==> config.mk <==
export PLATFORM = sky130hd
export DESIGN_NAME = mem_port_arbiter
export DESIGN_NICKNAME = d
export VERILOG_FILES = /design/src/rtl/mem_port_arbiter.sv
export SDC_FILE = /design/constraint.sdc
export NUM_CORES = 1
export LEC_CHECK = 0
export CORE_AREA = 5 5 127 129
export CTS_CLUSTER_DIAMETER = 120
export DETAILED_ROUTE_END_ITERATION = 7
export DIE_AREA = 0 0 132 134
export PLACE_DENSITY = 0.85
export SETUP_SLACK_MARGIN = 0.02
export SLEW_MARGIN = 20
export SYNTH_ARGS = -nofsm -noshare
export SYNTH_HDL_FRONTEND = slang
export SYNTH_SLANG_ARGS = --single-unit
==> constraint.sdc <==
create_clock -name clk -period 2.3 [get_ports clk]
set_input_delay 0.23 -clock clk [delete_from_list [all_inputs] [get_ports clk]]
set_output_delay 0.23 -clock clk [all_outputs]
set_load 0.05 [all_outputs]
==> src/rtl/mem_port_arbiter.sv <==
// Shares one single-port memory between fetch (read-only) and data (read/write); data wins unless fetch has starved STARVE_LIM contested grants.
// Ack arrives LAT+2 cycles after a request is sampled in IDLE; requesters stall by holding req until ack. ARB_STATS_EN adds stall counters.
module mem_port_arbiter #(
   parameter int unsigned LAT        = 1,
   parameter int unsigned STARVE_LIM = 4
) (
   input  logic        clk,
   input  logic        rst,
   input  logic        if_req,
   input  logic [31:0] if_addr,
   output logic        if_ack,
   output logic [31:0] if_rdata,
   input  logic        d_req,
   input  logic        d_we,
   input  logic [31:0] d_addr,
   input  logic [31:0] d_wdata,
   output logic        d_ack,
   output logic [31:0] d_rdata,
   output logic        mem_en,
   output logic        mem_we,
   output logic [31:0] mem_addr,
   output logic [31:0] mem_wdata,
   input  logic [31:0] mem_rdata,
   output logic        busy
`ifdef ARB_STATS_EN
   ,
   output logic [31:0] if_stall_cnt,
   output logic [31:0] d_stall_cnt
`endif
);

   typedef enum logic [1:0] {IDLE = 2'd0, ISSUE = 2'd1, WAIT = 2'd2, DONE = 2'd3} state_t;

   localparam logic [3:0] LAT_C  = 4'(LAT);
   localparam logic [3:0] SLIM_C = 4'(STARVE_LIM);

   state_t      state_q;
   logic [3:0]  cnt_q;
   logic [3:0]  streak_q;
   logic        win_if_q;
   logic        wr_q;
   logic        if_ack_q;
   logic        d_ack_q;
   logic        mem_en_q;
   logic        mem_we_q;
   logic [31:0] mem_addr_q;
   logic [31:0] mem_wdata_q;
   logic [31:0] if_rdata_q;
   logic [31:0] d_rdata_q;
   logic        grant_if_d;

   // Fetch wins when alone, or when it has watched STARVE_LIM contested data grants in a row.
   always_comb begin
      grant_if_d = if_req && (!d_req || (streak_q == SLIM_C));
   end

   always_ff @(posedge clk) begin
      if (!rst) begin
         state_q     <= IDLE;
         cnt_q       <= 4'd0;
         streak_q    <= 4'd0;
         win_if_q    <= 1'b0;
         wr_q        <= 1'b0;
         if_ack_q    <= 1'b0;
         d_ack_q     <= 1'b0;
         mem_en_q    <= 1'b0;
         mem_we_q    <= 1'b0;
         mem_addr_q  <= 32'd0;
         mem_wdata_q <= 32'd0;
         if_rdata_q  <= 32'd0;
         d_rdata_q   <= 32'd0;
      end else begin
         if_ack_q <= 1'b0;
         d_ack_q  <= 1'b0;
         mem_en_q <= 1'b0;
         mem_we_q <= 1'b0;
         case (state_q)
            IDLE: begin
               if (if_req || d_req) begin
                  state_q  <= ISSUE;
                  mem_en_q <= 1'b1;
                  win_if_q <= grant_if_d;
                  if (grant_if_d) begin
                     mem_addr_q <= if_addr;
                     wr_q       <= 1'b0;
                     streak_q   <= 4'd0;
                  end else begin
                     mem_addr_q  <= d_addr;
                     mem_wdata_q <= d_wdata;
                     mem_we_q    <= d_we;
                     wr_q        <= d_we;
                     if (if_req && (streak_q != SLIM_C)) begin
                        streak_q <= streak_q + 4'd1;
                     end
                  end
               end
            end
            ISSUE: begin
               cnt_q   <= LAT_C;
               state_q <= WAIT;
            end
            WAIT: begin
               // cnt_q==1 is the cycle mem_rdata is valid for the issued read.
               if (cnt_q == 4'd1) begin
                  state_q <= DONE;
                  if (win_if_q) begin
                     if_ack_q   <= 1'b1;
                     if_rdata_q <= mem_rdata;
                  end else begin
                     d_ack_q <= 1'b1;
                     if (!wr_q) begin
                        d_rdata_q <= mem_rdata;
                     end
                  end
               end else begin
                  cnt_q <= cnt_q - 4'd1;
               end
            end
            DONE: begin
               state_q <= IDLE;
            end
            default: begin
               state_q <= IDLE;
            end
         endcase
      end
   end

   assign if_ack    = if_ack_q;
   assign if_rdata  = if_rdata_q;
   assign d_ack     = d_ack_q;
   assign d_rdata   = d_rdata_q;
   assign mem_en    = mem_en_q;
   assign mem_we    = mem_we_q;
   assign mem_addr  = mem_addr_q;
   assign mem_wdata = mem_wdata_q;
   assign busy      = (state_q != IDLE);

`ifdef ARB_STATS_EN
   logic [31:0] if_stall_q;
   logic [31:0] d_stall_q;

   always_ff @(posedge clk) begin
      if (!rst) begin
         if_stall_q <= 32'd0;
         d_stall_q  <= 32'd0;
      end else begin
         if (if_req && !if_ack_q) begin
            if_stall_q <= if_stall_q + 32'd1;
         end
         if (d_req && !d_ack_q) begin
            d_stall_q <= d_stall_q + 32'd1;
         end
      end
   end

   assign if_stall_cnt = if_stall_q;
   assign d_stall_cnt  = d_stall_q;
`endif

endmodule

==> impl_metrics.xml <==
<?xml version="1.0" encoding="UTF-8"?>
<metrics>
  <group name="routing">
    <metric name="final_antenna_violating_net_count" unit="">0</metric>
    <metric name="drt_pass1_iterations" unit="">5</metric>
    <metric name="route.detailed.vias_per_inst" unit="">5.37</metric>
    <metric name="wirelength" unit="microns">19400</metric>
    <metric name="detailroute.via_count" unit="">5981</metric>
    <metric name="drtIter0Drc" unit="">362</metric>
    <metric name="detail_route.drc_violations" unit="">0</metric>
    <metric name="detail_route.wl_per_cell" unit="microns">17.4</metric>
  </group>
  <group name="timing">
    <metric name="fin_setup_tns" unit="ns">0</metric>
    <metric name="layout_worst_path_cycle_share" unit="%">81.4</metric>
    <metric name="fin_hold_ws" unit="ns">0.154</metric>
    <metric name="rsz0062_at_grt" unit="">false</metric>
    <metric name="final_hold_viol_count" unit="">0</metric>
    <metric name="worst_pin_slew" unit="ns">0.682</metric>
    <metric name="final-setup-viol-count" unit="">0</metric>
    <metric name="maxSlewViolCount" unit="">0</metric>
    <metric name="max-slew-margin-rel" unit="%">54.5</metric>
    <metric name="finalWorstPathRequiredPeriod" unit="ns">1.87</metric>
    <metric name="max_freq" unit="MHz">534</metric>
    <metric name="final.setup_skew" unit="ns">0.0104</metric>
  </group>
  <group name="logic_synthesis">
    <metric name="synth_common_cells" unit="">dfxtp_1 (144), nand2_1 (105), nand3_1 (71), a21oi_1 (68), mux2i_1 (67)</metric>
    <metric name="yosys_register_bits" unit="">144</metric>
    <metric name="yosysWarningCount" unit="">0</metric>
    <metric name="synth_area_leader_cell" unit="">dfxtp_1</metric>
    <metric name="async_reset_ff_share" unit="%">0</metric>
    <metric name="synth.area.top_cells" unit="">dfxtp_1 (47%), mux2i_1 (11%), nand2_1 (6.4%)</metric>
    <metric name="synth_largest_type_area_fraction" unit="%">47.2</metric>
    <metric name="ys_types" unit="">45</metric>
    <metric name="syn_area_per_cell" unit="sq um">9.10</metric>
    <metric name="syn-instance-count" unit="">672</metric>
    <metric name="synth_nets" unit="">812</metric>
    <metric name="number_of_enable_flip_flop_cells_after_synthesis" unit="">0</metric>
    <metric name="yosys.cell_count.top_type" unit="">dfxtp_1</metric>
    <metric name="ys_dominant_reg_cell" unit="">dfxtp_1</metric>
    <metric name="cell_area_after_synthesis" unit="sq um">6110</metric>
    <metric name="synth_seq_area_share" unit="%">47.2</metric>
  </group>
  <group name="setup_path">
    <metric name="cp_max_fo" unit="">2</metric>
    <metric name="end_kind" unit="">primary output</metric>
    <metric name="ff2ff_setup_slack" unit="ns">0.45</metric>
    <metric name="wp_data_required" unit="ns">2.07</metric>
    <metric name="setup.worst_path.class" unit="">register to primary output</metric>
    <metric name="critical_path.cell_chain" unit="">clkdlybuf4s50_1</metric>
    <metric name="cp_slowest_cell" unit="">clkdlybuf4s50_1</metric>
    <metric name="worstPathArrival" unit="ns">1.64</metric>
    <metric name="critical_path.n_buffers_inverters" unit="">1</metric>
    <metric name="max_stage_delay" unit="ns">0.84</metric>
    <metric name="cpLargestDelayFamily" unit="">buffers and inverters</metric>
    <metric name="timing.critical_path.from_type" unit="">register</metric>
  </group>
  <group name="cts">
    <metric name="holdBufCountCts" unit="">0</metric>
    <metric name="clock_sinks" unit="">144</metric>
    <metric name="cts_inserted_buffers" unit="">17</metric>
    <metric name="ctsHtreeMaxLevel" unit="">4</metric>
    <metric name="cts_root_buffer" unit="">clkbuf_16</metric>
    <metric name="clkLatencyLatePin" unit="ns">0.42</metric>
    <metric name="path_clk_slew" unit="ns">0.06</metric>
    <metric name="cts_max_path_buffers" unit="">2</metric>
    <metric name="post_cts_buffers" unit="">0</metric>
    <metric name="number_of_gates_given_a_new_drive_strength_after_cts" unit="">0</metric>
    <metric name="tritoncts" unit="">done</metric>
  </group>
  <group name="hold_path">
    <metric name="hp-class" unit="">primary input to register</metric>
  </group>
  <group name="power">
    <metric name="power.density" unit="nW/um^2">933</metric>
    <metric name="vdd_drop_max" unit="uV">474</metric>
    <metric name="p_leak" unit="nW">3.86</metric>
  </group>
  <group name="cells_and_area">
    <metric name="drive_gt1_share" unit="%">6.38</metric>
    <metric name="layout.nets" unit="">1052</metric>
    <metric name="n_antenna_cell" unit="">0</metric>
    <metric name="fin_util" unit="%">63.6</metric>
    <metric name="area_growth_syn_to_layout" unit="%">55.3</metric>
  </group>
  <group name="floorplanning">
    <metric name="placementRows" unit="">45</metric>
    <metric name="count_of_pins_on_the_block_boundary" unit="">266</metric>
    <metric name="die_height" unit="microns">134</metric>
    <metric name="core_region_area" unit="sq um">14900</metric>
    <metric name="die-width" unit="microns">132</metric>
    <metric name="dieArea" unit="sq um">17700</metric>
    <metric name="initial_utilization" unit="%">41.0</metric>
  </group>
  <group name="run">
    <metric name="drv_cap" unit="">0</metric>
  </group>
  <group name="placed_design">
    <metric name="final_weighted_congestion_in_routability_driven_placement" unit="">0.874</metric>
    <metric name="port-buffer-count" unit="">265</metric>
    <metric name="dp_hpwl" unit="microns">13400</metric>
  </group>
  <group name="global_route">
    <metric name="antenna_found_initial" unit="">0</metric>
    <metric name="grt_pass1_vias" unit="">5758</metric>
    <metric name="globalRoute.totalOverflow" unit="">0</metric>
    <metric name="wire_length_of_the_first_global_routing_pass" unit="microns">30400</metric>
    <metric name="gr-usage-all-layers" unit="%">21.1</metric>
    <metric name="grt_max_degree" unit="">87</metric>
  </group>
  <group name="run_status">
    <metric name="outcome" unit="">completed</metric>
  </group>
</metrics>
## metrics by stage
stage | total power, W | cells | instance area (sq um) | setup slack [ns]
finish | 0.00885 | 1113 | 9490 | 0.428
global route | 0.00924 | 1113 | 9490 | 0.362
CTS | 0.00892 | 1113 | 9490 | 0.418
detailed placement | 0.00613 | 1081 | 8910 | 0.422
global placement | 0.00608 | 1081 | 8910 | 0.462
floorplan | 0.00506 | 672 | 6110 | 0.668
## cells by family (layout without fill, tap and decap cells)
group | count (synthesis) | in the layout | share of synthesized area [%]
AND/OR/NAND/NOR | 203 | 203 | 15.6
AO/OA/AOI/OAI | 176 | 176 | 19.0
flip-flops | 144 | 144 | 47.2
buffers and inverters | 75 | 328 | 5.83
multiplexers | 67 | 67 | 11.0
adder cells (fa/ha/maj) | 7 | 7 | 1.43
## path summary, 6_finish.rpt
path | start | end | depth (start not counted)
worst min register to register | if_rdata[27] | if_rdata[27] | 2
worst max register to register | streak_q[0] | mem_addr[14] | 6
worst min-delay path | rst | state_q[1] | 3
worst max-delay path | d_rdata[0] | d_rdata[0] | 1
## placed cells by master, fill, tap and decap left out, types with 17 or more instances in the layout
master           instances
buf_4                   19
nand3_1                 71
mux2i_1                 67
a32o_1                  32
nand2_1                103
dfxtp_1                144
o21ai_0                 33
a21oi_1                 68
o21a_1                  33
clkbuf_16               17
clkdlybuf4s50_1        263
## state kept, by name (all words and copies together) (netlist names)
name and cells:
mem_en 1, streak_q 4, mem_we 1, d_rdata 32, state_q 2, d_ack 1
if_ack 1, win_if_q 1, mem_wdata 32, mem_addr 32, cnt_q 4, wr_q 1
if_rdata 32
## area by class of cell
class	instances	area, sq um
fill	1210	5430
multi-input combinational	453	2880
timing repair buffer	287	2880
tap	188	235
clock buffer	26	479
sequential	144	2880
inverter	9	33.8
clock inverter	6	105
## power by group
group	internal [W]	leakage (nW)	switching [W]
Sequential	0.00279	1.17	0.000165
Combinational	0.00121	2.41	0.00192
Clock	0.00176	0.286	0.00102
Total	0.00576	3.86	0.00310
## layer usage
layer | wire length (microns) | global-route usage [%]
met4 | 376 | 7.14
met2 | 9110 | 34.2
met3 | 2010 | 9.49
met1 | 7900 | 24.9
met5 | 0 | 0
Power figures use the tool's default switching activity.
